[src/rtl/cam_match_scan.sv]
// Serialises a latched CAM match bitmap into a stream of matched slot indices,
// lowest first, then reports completion, hit status and hit count.
module cam_match_scan #(
  parameter int ADDR_WIDTH = 4
) (
  input  logic                        clk,
  input  logic                        rst,
  input  logic                        start,
  input  logic [(1<<ADDR_WIDTH)-1:0]  match_vec,
  output logic                        busy,
  output logic                        m_valid,
  input  logic                        m_ready,
  output logic [ADDR_WIDTH-1:0]       m_addr,
  output logic                        m_last,
  output logic                        done,
  output logic                        hit,
  output logic [ADDR_WIDTH:0]         hit_count
);

  localparam int N = 1 << ADDR_WIDTH;

  typedef enum logic [1:0] {
    IDLE,
    SCAN,
    DONE
  } state_t;

  state_t              state, state_next;
  logic [N-1:0]        pending, pending_next;
  logic [N-1:0]        pending_low_cleared;
  logic [ADDR_WIDTH:0] count, count_next;
  logic                hit_next;
  logic                handshake;

  // x & (x-1) drops the lowest set bit; a zero result also means "one bit left".
  assign pending_low_cleared = pending & (pending - {{(N-1){1'b0}}, 1'b1});

  // Stream outputs come only from registered state, never from m_ready or start.
  always_comb begin
    m_valid = (state == SCAN) && (pending != '0);
    m_addr  = '0;
    if (m_valid) begin
      // Descending scan so the lowest set index is the one that sticks.
      for (int i = N - 1; i >= 0; i--) begin
        if (pending[i]) m_addr = ADDR_WIDTH'(i);
      end
    end
    m_last = m_valid && (pending_low_cleared == '0);
  end

  assign handshake = m_valid && m_ready;
  assign busy      = (state != IDLE);
  assign done      = (state == DONE);
  assign hit_count = count;

  always_comb begin
    // NOTE: every signal gets its hold value first so no path through the case leaves
    // it unassigned; a missing default here would infer a latch.
    state_next   = state;
    pending_next = pending;
    count_next   = count;
    hit_next     = hit;
    case (state)
      IDLE: begin
        if (start) begin
          pending_next = match_vec;
          count_next   = '0;
          hit_next     = 1'b0;
          state_next   = (match_vec != '0) ? SCAN : DONE;
        end
      end
      SCAN: begin
        if (handshake) begin
          pending_next = pending_low_cleared;
          count_next   = count + (ADDR_WIDTH+1)'(1);
          if (m_last) state_next = DONE;
        end
      end
      DONE: begin
        hit_next   = (count != '0);
        state_next = IDLE;
      end
      default: state_next = IDLE;
    endcase
  end

  // NOTE: pending is a plain flop vector, not a RAM, so it is reset along with the
  // FSM; an aborted scan must never leak stale bits into the next one.
  always_ff @(posedge clk or posedge rst) begin
    if (rst) begin
      state   <= IDLE;
      pending <= '0;
      count   <= '0;
      hit     <= 1'b0;
    end else begin
      // NOTE: non-blocking so every register samples pre-edge values regardless of
      // statement order.
      state   <= state_next;
      pending <= pending_next;
      count   <= count_next;
      hit     <= hit_next;
    end
  end

endmodule

[config.mk]
export PLATFORM = sky130hd
export DESIGN_NAME = cam_match_scan
export DESIGN_NICKNAME = d
export VERILOG_FILES = /design/src/rtl/cam_match_scan.sv
export SDC_FILE = /design/constraint.sdc
export NUM_CORES = 1
export LEC_CHECK = 0
export ABC_AREA = 1
export BUFFER_PORTS_ARGS = -buffer_cell sky130_fd_sc_hd__buf_4
export CELL_PAD_IN_SITES_DETAIL_PLACEMENT = 0
export CELL_PAD_IN_SITES_GLOBAL_PLACEMENT = 1
export CORE_AREA = 2 2 69 71
export DETAILED_ROUTE_END_ITERATION = 7
export DIE_AREA = 0 0 71 73
export GPL_TIMING_DRIVEN = 1
export HOLD_SLACK_MARGIN = 0.06
export PLACE_DENSITY_LB_ADDON = 0.1
export SYNTH_ARGS = -nofsm -noshare
export SYNTH_HDL_FRONTEND = slang
export SYNTH_SLANG_ARGS = --single-unit
[constraint.sdc]
create_clock -name clk -period 3.05 [get_ports clk]
set_input_delay 0.1525 -clock clk [delete_from_list [all_inputs] [get_ports clk]]
set_output_delay 0.1525 -clock clk [all_outputs]
set_load 0.03 [all_outputs]
# ---- After elaboration in Yosys (flattened, before gate mapping)
# Index checks and enable logic that the tools add are counted.
# Widths: inputs -> output; s select.
dict set report totals {
  register_bits 24
  elab_cells 56
  output_inout_bits 14
  input_bits 20
}
dict set report classes {
  mux 30
  reduce_logical 14
  bitwise_logic 1
  n_eq_ne 5
  add_sub_neg 2
}
# cell n
set ops {}
lappend ops {{$mux 4} 17}
lappend ops {{$mux 16} 2}
lappend ops {{$pmux 16 s2} 1}
lappend ops {{$reduce_bool 16->1} 2}
lappend ops {{$and 16x16->16} 1}
lappend ops {{$logic_not 16->1} 1}
lappend ops {{$sub 16x1->16 const B} 1}
lappend ops {{$mux 5} 2}
lappend ops {{$pmux 5 s2} 1}
lappend ops {{$mux 2} 4}
lappend ops {{$ne 2x2->1 const B} 3}
lappend ops {{$reduce_and 3->1} 2}
lappend ops {{$reduce_bool 2->1} 3}
lappend ops {{$add 5x1->5 const B} 1}
lappend ops {{$reduce_bool 5->1} 1}
lappend ops {{$pmux 2 s2} 1}
lappend ops {{$logic_and 1x1->1} 3}
lappend ops {{$eq 2x1->1 const B} 1}
lappend ops {{$eq 2x2->1 const B} 1}
lappend ops {{$logic_not 2->1} 1}
lappend ops {{$pmux 1 s2} 1}
lappend ops {{$reduce_and 2->1} 1}
lappend ops {{$mux 1} 1}

# ---- Depth between registers and ports, before layout
# Gate-level depths: netlist of run 1.
dict set report logic_depth {
  depth_word 17
  mapped_depth 15
  ltp_nobuf 15
}

# ---- Least setup slack after synthesis of run 1
# No wires, ideal clock.
dict set report synth_path {
  path_type {flip-flop to output port}
  start {reg pending[1]}
  end {out m_addr[1]}
  n_path_buf 0
  arrival_ns 1.795
  setup_slack_ns 1.103
  required_time_ns 2.897
  path_stages_with_launch 9
  path_cell_list {dfrtp_1 -> nor2_4 -> nand2_4 -> nor2_4 -> nand2_2 -> nand2_4 -> inv_1 -> nand2_1 -> a211oi_1}
}
dict set report synth_via {
  elab_chain_cells 3
  elab_cells_between_ends 5
  classes_between {mux: 3; reduce/logical: 2}
}
# item line
set synth_rtl {}
lappend synth_rtl {{from (decl)} 29} ;# logic [N-1:0] pending, pending_next;
lappend synth_rtl {{from (signal assigned)} 99} ;# pending <= pending_next;
lappend synth_rtl {{$reduce_bool 16->1} 40} ;# m_valid = (state == SCAN) && (pending != '0);
lappend synth_rtl {{$logic_and 1x1->1} 40}
lappend synth_rtl {{via m_valid} 11} ;# output logic m_valid,
lappend synth_rtl {{$mux 4} 42} ;# if (m_valid) begin
lappend synth_rtl {{to (decl)} 13} ;# output logic [ADDR_WIDTH-1:0] m_addr,
# The timed path passes the listed nets, and every way through them passes these cells.

# ---- Worst setup path after layout of run 1
dict set report layout_path {
  start {reg pending[4]}
  end {out m_last}
}
dict set report layout_via {
  elab_chain_cells 4
  elab_cells_between_ends 6
  classes_between {add/sub: 1; bitwise: 1; reduce/logical: 4}
}
# item line
set layout_rtl {}
lappend layout_rtl {{$sub 16x1->16} 36} ;# assign pending_low_cleared = pending & (pending - {{(N-1){1'b0}}, 1'b1});
lappend layout_rtl {{$and 16x16->16} 36}
lappend layout_rtl {{$logic_not 16->1} 48} ;# m_last = m_valid && (pending_low_cleared == '0);
lappend layout_rtl {{$logic_and 1x1->1 (*)} 48}
lappend layout_rtl {{to (decl)} 14} ;# output logic m_last,
# Every way passes the cells marked *; elsewhere a longest branch is shown, timed or not.

==> results of run 1 <==
==> routing by layer <==
layer,global-route usage [%],vias to the layer above
met3,2.072,5
met2,28.14,25
met1,25.11,727
li1,-,861
met5,0,-
met4,4.403,0
==> per-stage QoR <==
stage,hold slack (ns),instances,util (%),instance area [um^2],total power [uW]
2_1_floorplan,0.1671,250,-,1832,1810
3_3_place_gp,0.4261,331,45.77,2076,2129
3_5_place_dp,0.4288,331,45.77,2076,2117
4_1_cts,0.1396,335,46.98,2131,2352
5_1_grt,0.1500,335,46.98,2131,2536
6_report,0.1163,335,46.98,2131,2321
==> path summary, 6_finish.rpt <==
path                       slack, ns      endpoint  depth (start not counted)
max                             0.85        m_last                         10
min                             0.12  hit_count[3]                          2
min in group clk                0.14    pending[0]                          3
max in group asynchronous       2.33    pending[4]                          2
min reg2reg                     0.57   pending[15]                          2
max reg2reg                     1.16      state[1]                         11
==> state kept, by name, summed over array words and instances (netlist names) <==
register   count
pending       16
hit            1
hit_count      5
state          2
==> cell families after synthesis <==
family / count (synthesis) / share of synthesized area (%)
flops: 24 / 32.79
fa+ha+maj: 2 / 1.366
simple gates: 131 / 35.04
compound gates: 49 / 18.17
buf+inv: 42 / 11.68
xor+xnor: 2 / 0.9565
==> report_power, final <==
group,internal (uW),switching [uW],leakage [uW]
sequential,429,122,0.000312
clock,115,109,0.0000288
combinational,524,1020,0.000723
==> final cells by class <==
class                   instances  area, um^2  area share, %
inverters                      36       142.6          6.694
repair buffers                 33       247.7          11.63
well taps                      54       67.56          3.171
flip-flops and latches         24       600.6          28.19
multi-input cells             184        1017          47.74
clock buffers                   4       55.05          2.584
==> worst max-delay path, delay by kind of cell, from the launching register on <==
| family | cells | cell delay, ns |
|---|---|---|
| and+or+nand+nor | 6 | 0.85 |
| DFF | 1 | 0.41 |
| buffers and inverters | 3 | 0.30 |
| AOI/OAI and AO/OA | 1 | 0.21 |
==> placed cells by master, fill, tap and decap left out, drive strengths merged <==
| cell type | Yosys | routed |
|---|---|---|
| nor3 | 3 | 3 |
| nand3 | 9 | 9 |
| a21boi | 1 | 1 |
| clkbuf | 2 | 4 |
| nand4 | 1 | 1 |
| ha | 2 | 2 |
| nand3b | 1 | 1 |
| nand2 | 81 | 81 |
| xor2 | 2 | 2 |
| a21oi | 7 | 7 |
| a41oi | 1 | 1 |
| o31ai | 2 | 2 |
| inv | 36 | 36 |
| buf | 4 | 33 |
| nor4 | 5 | 5 |
| o211ai | 1 | 1 |
| nor2 | 29 | 29 |
| dfrtp | 24 | 24 |
| a211oi | 1 | 1 |
| o21ai | 36 | 36 |
| and3 | 1 | 1 |
| or2 | 1 | 1 |
==> results.md, run 1 <==
* Number of antenna violations at the first check in global routing at 0
* Type of the most critical hold path: input port to async pin
* Fraction of synthesis flops using an asynchronous set or reset pin at 100.0%
* Post-synthesis to final-layout area growth at 16.32%
* Number of levels the H-tree was split into at 1
* Max-slew headroom at the worst pin at between 30% and 40%
* Most instantiated flip-flop cell in the synthesis netlist: dfrtp_1
* Type of the worst setup path: flip-flop to output pin
* Total of max-cap violations at 0
* Library cell contributing the largest single delay on the critical path: dfrtp_1
* Metal-1 WL at around 2200 um
* Die Footprint at approximately 5200 um^2
* Unique masters post-synth at 33
* Cells along the critical path: nor2_1, nand2_2, nor2_4, inv_1, o21ai_0, nand3b_1, nor2_1, nand3_1, inv_1, buf_4
* Number of placement rows at 25
* Antenna cells at 0
* TritonCTS Sinks at 24
* Total length of routed wires at 4267 um
* Power Dens Cells at 1089 nW/um^2
* Number of setup violations in the final report at 0
* Clock tree from TritonCTS: built
* Post-synthesis sequential area ratio at between 30% and 40%
* Launch point of the worst reg-to-reg path: pending[4]
* Detailed-router iteration count before antenna repair at 4
* Chip height at approximately 73 um
* Pins Over Slew Limit at 0
* Clock edge transition at the registers on the reported setup and hold paths at 0.09 ns
* Cts-stage hold buffer count at 0
* Area fraction of the dominant cell type after synthesis at between 30% and 40%
* Iteration-0 DRC count of the detailed router at around 100
* RSZ-0062 raised after global routing: false
* Sum of net half-perimeters after detailed placement at ~3300 um
* Number of instances in the synthesized netlist at between 200 and 300
* Launching element of the worst setup path: pending[4]
* Worst Path Arrival at around 2 ns
* Largest area contributor in the synthesized netlist: dfrtp_1
* Share of final-layout standard cells stronger than drive strength 1 at 29.54%
* Boundary Pins at 34
* Die Wd at just over 70 um
* Port Buffers at 33
* FF+latch count, synth at 24
* Synth Warn # at 0
* Ratio of final minimum period to clock period at between 70 and 80%
* Overall via count from detail_route at 1,618
* Filler Cells Inserted at 485
* Pin count of the biggest net entering global routing at 32
* Top cells by count, synth: 61 x nand2_1, 33 x inv_1, 24 x dfrtp_1, 24 x nor2_1, 19 x o21ai_0
* Routed wire length on met3 at 113 um
* Core Box Area at between 4000 and 5000 um^2
* Post-route ant nets at 0
* Worst setup slack after layout at 0.8514 ns
* Count of buffers added by post-CTS timing repair for setup at 0
* Cts repair resizes at 0
* Via density at roughly 4.8
* Shortest period the worst path allows at roughly 2.2 ns
* Worst-margin pin slew at approximately 1 ns
* Delay of the slowest cell on the worst path at approximately 0.4 ns
* Starting utilization of the core area at roughly 40%
* Critical path peak fanout at 7
* Element type at the critical path start: flip-flop
* Critical path data required time at 2.90 ns
* Most common cell in the netlist: nand2_1
* Number of flops mapped to enable cells by yosys at 0
* Clk root buf: clkbuf_8
* Worst Skew at ~0.0025 ns
* Highest ir drop seen on vdd at between 0.5 and 0.6 mV
* Post-detailed-route DRC marker count at 0
* Drt wl/cell at around 13 um
* Total GRT Usage at about 17%
* Aggregate negative setup slack at 0 ns
* Run status: complete, no violations
* Total gr overflow at 0
* Top achievable clock speed at ~0.45 GHz
* Cts bufs inserted at 3
* Number of nets produced by synthesis at 272
* Cell types with the largest area share after synthesis: dfrtp_1 33%, nand2_1 13%, o21ai_2 7.7%
* Mean cell area of the mapped netlist at about 7.3 um^2
* Setup Slack @ Placement at around 1.1 ns
* Number of nets in the layout at 304
* Wire length on met2 at about 1900 um
* Kind of end point of the critical path: output pin
* Leakage Power at 0.001064 uW
* Maximum count of clock buffers along a single path at 2
* Area of the mapped netlist at between 1500 and 2000 um^2
* First-pass GRT wire length at between 7000 and 8000 um
* Worst skew pair latency at ~0.27 ns
* Number of hold-slack violations in the final timing report at 0
* Vias in the first global route at around 1,600
* Top Metal Used: met4
* Final weighted congestion in routability-driven placement at roughly 0.80
Note: power is estimated with default switching activity, not from simulation.
==> run 2, diff against run 1 <==
Settings changed: CORE_AREA 2 2 69 71 to 2 2 71 73, DIE_AREA 0 0 71 73 to 0 0 73 75.
Clock period 3.05 ns to 2.1 ns, I/O delays scaled along.
==> results.md, run 2 (synthesis gave the netlist of run 1 again) <==
* Run status: complete, no violations
* Most frequent cells in the layout: 61 x nand2_1, 40 x buf_4, 33 x inv_1, 23 x dfrtp_1, 22 x nor2_1
* TritonCTS Sinks at 24 (unchanged)
* Antenna cells at 0 (unchanged)
* Number of levels the H-tree was split into at 1 (unchanged)
* Pins Over Slew Limit at 0 (unchanged)
* Worst skew pair latency at 0.27 ns (about the same)
* Fraction of power consumed by sequential logic at 22.7% (-1.0 points)
* Psw at 1874 uW (+50%)
* Post-synthesis to final-layout area growth at 21.86%
* Port Buffers at 33 (unchanged)
* Register area at 601.8 um^2 (+0.21%)
* Final weighted congestion in routability-driven placement at 0.7792 (-2.0%)
* Total length of routed wires at 4423 um (+3.7%)
* Overall via count from detail_route at 1,660 (+2.6%)
* Critical path data required time at 2.00 ns (-0.90 ns)
* Clk root buf: clkbuf_8
* Top achievable clock speed at 0.5011 GHz
* Worst-margin pin slew at 0.3967 ns (-0.6071 ns)
* Highest ir drop seen on vdd at 0.7543 mV (+42%)
* Combined area of the multi-input logic cells at 1039 um^2 (+2.1%)
* Clock group share of total power at 11.8% (+2.1 points)
* Kind of end point of the critical path: output pin
* Most common cell after layout, fill and taps aside: nand2_1
* Total GRT Usage at 18.24% (+0.75 points)
* Ratio of final minimum period to clock period at a little over nine tenths
* Number of setup violations in the final report at 0 (unchanged)
* Switching power as a share of total power at 52.14% (-1.8 points)
* Iteration-0 DRC count of the detailed router at 102 (-0.97%)
* Starting utilization of the core area at 39.30% (-1.1 points)
* Filler Cells Inserted at 494 (+1.9%)
* Vias in the first global route at 1,672 (+6.8%)
* Type of the most critical hold path: input port to flip-flop
* Via density at 4.840 (+0.20%)
* Clock tree from TritonCTS: built
* Drt wl/cell at 12.90 um (+1.2%)
* First-pass GRT wire length at 7790 um (+8.5%)
* Boundary Pins at 34 (unchanged)
* Sum of net half-perimeters after detailed placement at 3407 um (+2.8%)
* Aggregate negative setup slack at 0 ns (unchanged)
* Critical path peak fanout at 7 (unchanged)
* Total of max-cap violations at 0 (unchanged)
* Share of final-layout standard cells stronger than drive strength 1 at 33.22% (+3.7 points)
* Maximum count of clock buffers along a single path at 2 (unchanged)
* Worst Skew at 0.006833 ns (+0.004338 ns)
* Combinational power share at 65.6% (-1.0 points)
* Final design utilization at 47.89% (+0.91 points)
* Post-detailed-route DRC marker count at 0 (unchanged)
* Element type at the critical path start: flip-flop
* Core Box Area at 4661 um^2 (+2.8%)
* Number of nets in the layout at 312 (+2.6%)
* Number of hold-slack violations in the final timing report at 0 (unchanged)
* Shortest period the worst path allows at about 2 ns
* Cts bufs inserted at 3 (unchanged)
* Chip height at 75 um (+2.7%)
* Power Dens Cells at 1610 nW/um^2 (+48%)
* Post-route ant nets at 0 (unchanged)
* Internal power at 1720 uW (+61%)
* Number of placement rows at 25 (unchanged)
* Pin count of the biggest net entering global routing at 32 (unchanged)
* Number of antenna violations at the first check in global routing at 0 (unchanged)
* RSZ-0062 raised after global routing: true
* Type of the worst setup path: flip-flop to output pin
* Register with the most flip-flops: pending
* Clock edge transition at the registers on the reported setup and hold paths at 0.10 ns (about the same)
* Max FFs per register at 16 (unchanged)
* Max-slew headroom at the worst pin at 73.52% (+41 points)
* Leakage Power at 0.001111 uW (+4.4%)
* Post-DP Area at 2083 um^2 (+0.36%)
* Die Footprint at 5475 um^2 (+5.6%)
* Detailed-router iteration count before antenna repair at 4 (unchanged)
* Die Wd at 73 um (+2.8%)
* Worst Path Arrival at 1.89 ns (-0.16 ns)
* Post-Layout Inst Area at 2232 um^2 (+4.8%)
* Total gr overflow at 0 (unchanged)
-- run 2: cell types whose count changed in the layout (fill, tap and decap cells not counted), sizes merged --
cell         change
bufinv           +1
dlygate4sd3      +1
clkbuf           -1
buf              +7
-- run 2: final timing paths --
kind / startpoint / to / slack (ns) / cells after the start
min in group asynchronous: rst / hit_count[1] / 0.44 / 4
setup reg to reg: pending[5] / pending[10] / 0.18 / 13
max in group asynchronous: rst / pending[1] / 1.39 / 4
setup / recovery: pending[5] / m_last / 0.10 / 10
hold reg to reg: hit_count[4] / hit_count[4] / 0.57 / 2
hold / removal: match_vec[0] / pending[0] / 0.09 / 3
-- run 2: area by class of cell --
type	instances	area share, %
Clock buffer	3	1.850
Clock inverter	1	1.345
Inverter	36	6.390
Multi-Input combinational cell	184	46.52
Sequential cell	24	26.96
Tap cell	54	3.027
Timing Repair Buffer	41	13.90
-- run 2: critical path, cell delays in order (launching register included) --
cell	delay (ns)
dfrtp_1	0.44
nor2_4	0.12
nand2_2	0.09
nor2_4	0.18
nand2_1	0.13
nor2_1	0.11
a21boi_0	0.11
nor2_1	0.10
nand3_1	0.11
inv_1	0.08
buf_4	0.15
-- run 2: per-layer routing --
layer,vias up,track usage (%),wire (um)
li1,875,-,-
met1,752,25.02,2189
met2,31,30.83,2055
met3,2,3.213,152
met4,0,2.675,25
met5,-,0,0
-- run 2: what timing repair did --
action,in CTS,in global routing
pin swaps,0,3
setup buffers,0,6
gates resized for setup,2,7
hold endpoints to repair,24,0
endpoints found under the setup margin,1,3
hold buffers,1,0
-- run 2: per-stage QoR --
stage,worst slack (ns),instances,total power [uW],hold slack [ns]
after global placement,0.2145,332,3091,0.1898
final,0.1043,343,3594,0.08577
after CTS,0.008514,337,3519,0.07830
after floorplan,0.2003,250,2629,0.1196
after global routing,-0.03520,343,3928,0.1173
after detailed placement,0.2226,332,3080,0.2028
-- run 2: power by group through the flow --
stage	clock (uW)	combinational (uW)	sequential, uW
finish	422	2360	815
global route	452	2630	842
CTS	432	2290	802
detailed placement	0	2270	806
global placement	0	2280	811
floorplan	0	1760	865
==> run 3, diff against run 2 <==
Settings changed: CORE_AREA 2 2 71 73 to 8 8 81 83, DIE_AREA 0 0 73 75 to 0 0 89 91.
Clock period 2.1 ns to 1.7 ns, I/O delays scaled along.
==> results.md, run 3 (synthesis gave the netlist of run 1 again) <==
* Clk root buf: clkbuf_8
* Iteration-0 DRC count of the detailed router at 60 (-41%)
* Clock edge transition at the registers on the reported setup and hold paths at 0.09 ns (about the same)
* Chip height at 91 um (+21%)
* Cts bufs inserted at 3 (unchanged)
* Pin count of the biggest net entering global routing at 32 (unchanged)
* Vias in the first global route at 1,849 (+11%)
* Post-synthesis to final-layout area growth at 35.86%
* Die Footprint at 8099 um^2 (+48%)
* Maximum count of clock buffers along a single path at 2 (unchanged)
* Number of antenna violations at the first check in global routing at 0 (unchanged)
* Worst skew pair latency at 0.27 ns (about the same)
* RSZ-0062 raised after global routing: true
* Port Buffers at 33 (unchanged)
* Die Wd at 89 um (+22%)
* Type of the most critical hold path: input port to flip-flop
* Number of stages on the worst setup path at 11 (+1)
* Worst Path Arrival at 1.92 ns (+0.03 ns)
* Most common cell after layout, fill and taps aside: buf_4
* Shortest period the worst path allows at about 2.0 ns
* Top achievable clock speed at about 0.50 GHz
* Register with the most flip-flops: pending
* Total of max-cap violations at 0 (unchanged)
* Setup Slack @ Placement at -0.1039 ns (-0.3265 ns)
* First-pass GRT wire length at 8514 um (+9.3%)
* Violations in the final reports: negative setup slack
* Clock tree from TritonCTS: built
* Sum of net half-perimeters after detailed placement at 3962 um (+16%)
* Post-route ant nets at 0 (unchanged)
* Leakage Power at 0.001246 uW (+12%)
* Hold Path End: pending[0]
* Max FFs per register at 16 (unchanged)
* Start point of the worst min-delay path: match_vec[0]
* Reg2reg path depth at 12 (-1)
* Worst-margin pin slew at 0.3423 ns (-0.05435 ns)
* Number of hold-slack violations in the final timing report at 0 (unchanged)
* Number of placement rows at 27 (+8.0%)
* Cell family with the largest share of critical-path delay: simple AND/OR/NAND/NOR gates
* Number of levels the H-tree was split into at 1 (unchanged)
* Final weighted congestion in routability-driven placement at 0.7820 (+0.36%)
* Count of buffering cells on the critical path with inverters included at 4 (+2)
* TritonCTS Sinks at 24 (unchanged)
* Element type at the critical path start: flip-flop
* Kind of end point of the critical path: output pin
* Highest ir drop seen on vdd at 0.8719 mV (+16%)
* Via density at 4.620 (-4.5%)
* Detailed-router iteration count before antenna repair at 4 (unchanged)
* Post-detailed-route DRC marker count at 0 (unchanged)
* Worst reg-to-reg setup slack at -0.15 ns (-0.33 ns)
* Run status: complete, but fails checks
* Number of nets in the layout at 338 (+8.3%)
* Critical path data required time at 1.62 ns (-0.38 ns)
* Library cell contributing the largest single delay on the critical path: dfrtp_1
* Total GRT Usage at 13.18% (-5.1 points)
* Worst Skew at 0.005000 ns (-0.001833 ns)
* Launch point of the worst reg-to-reg path: pending[1]
* Antenna cells at 0 (unchanged)
* Number of cells on the worst hold path at 3 (unchanged)
* Max-slew headroom at the worst pin at 76.97% (+3.5 points)
* Type of the worst setup path: flip-flop to output pin
* Boundary Pins at 34 (unchanged)
* Reg2reg end: state[0]
* Drt wl/cell at 12.90 um (about the same)
* Most frequent cells in the layout: 62 x buf_4, 57 x nand2_1, 30 x inv_1, 24 x dfrtp_1, 21 x nand2_2
* Share of final-layout standard cells stronger than drive strength 1 at 41.90% (+8.7 points)
* Number of setup violations in the final report at 27 (+27)
* Final design utilization at 46.62% (-1.3 points)
* Total length of routed wires at 4991 um (+13%)
* Core Box Area at 5338 um^2 (+15%)
* Delay of the slowest cell on the worst path at 0.41 ns (-0.03 ns)
* Ratio of final minimum period to clock period at 117.9%
* Total gr overflow at 0 (unchanged)
* Critical path peak fanout at 7 (unchanged)
* Worst setup slack after layout at -0.3049 ns (-0.4092 ns)
* Overall via count from detail_route at 1,788 (+7.7%)
* Pins Over Slew Limit at 0 (unchanged)
* Cells along the critical path: nor2_4, nand2_4, nor2_4, buf_4, inv_2, o21ai_2, nand3b_1, nor2_2, nand3_2, inv_2, buf_6
* Starting utilization of the core area at 34.32% (-5.0 points)
* Power Dens Cells at 1981 nW/um^2 (+23%)
-- run 3: how the worst max path moves through the flow --
stage / start / to / slack (ns)
floorplan: pending[1] / m_addr[0] / 0.03
global placement: pending[4] / m_last / -0.05
detailed placement: pending[4] / m_last / -0.10
CTS: pending[5] / m_addr[1] / -0.29
global route: pending[1] / m_last / -0.45
finish: pending[1] / m_last / -0.30
-- run 3: final cells by class --
class | instances | area (um^2)
flip-flops and latches | 24 | 600.6
repair buffers | 67 | 529.3
fillers | 608 | 2849
multi-input cells | 184 | 1064
clock buffers | 4 | 55.05
inverters | 36 | 150.1
well taps | 72 | 90.09
-- run 3: worst register-to-register path, stage by stage (launching register included) --
cell and delay (ns):
dfrtp_1 0.41, nor2_4 0.16, nand2_4 0.09, nor2_4 0.19
buf_4 0.14, inv_2 0.03, o21ai_2 0.12, nand3b_1 0.10
nor2_2 0.11, nand3_2 0.11, buf_4 0.15, nand2_2 0.05
o211ai_1 0.07
-- run 3: power breakdown --
group	switching [uW]	internal [uW]	total [uW]
clock	199	207	406
combinational	2100	1470	3560
sequential	190	771	961
total	2490	2440	4930
-- run 3: per-layer routing --
metal  GRT usage, %  up-vias  wire length (um)
met5              0        -                 0
met4          3.329        0                29
met3          2.342        2               168
met2          22.14       29              2377
met1          16.76      821              2415
li1               -      936                 -
-- run 3: through the flow --
stage	setup TNS [ns]	hold WS (ns)	total power [uW]	std cells	area, um^2
after floorplan	0	0.09962	3265	250	1837
after CTS	-2.268	0.06507	4798	382	2424
after detailed placement	-0.3077	0.1742	4258	376	2318
after global routing	-5.195	0.06638	5396	387	2489
after global placement	-0.1414	0.1746	4257	376	2318
final	-1.979	0.06632	4931	387	2489
-- run 3: repair_timing --
action,in CTS,in global routing
pin swaps,4,3
setup buffers,1,5
gates resized for setup,12,12
hold buffers,1,0
setup endpoints to repair,17,29
hold endpoints to repair,24,0
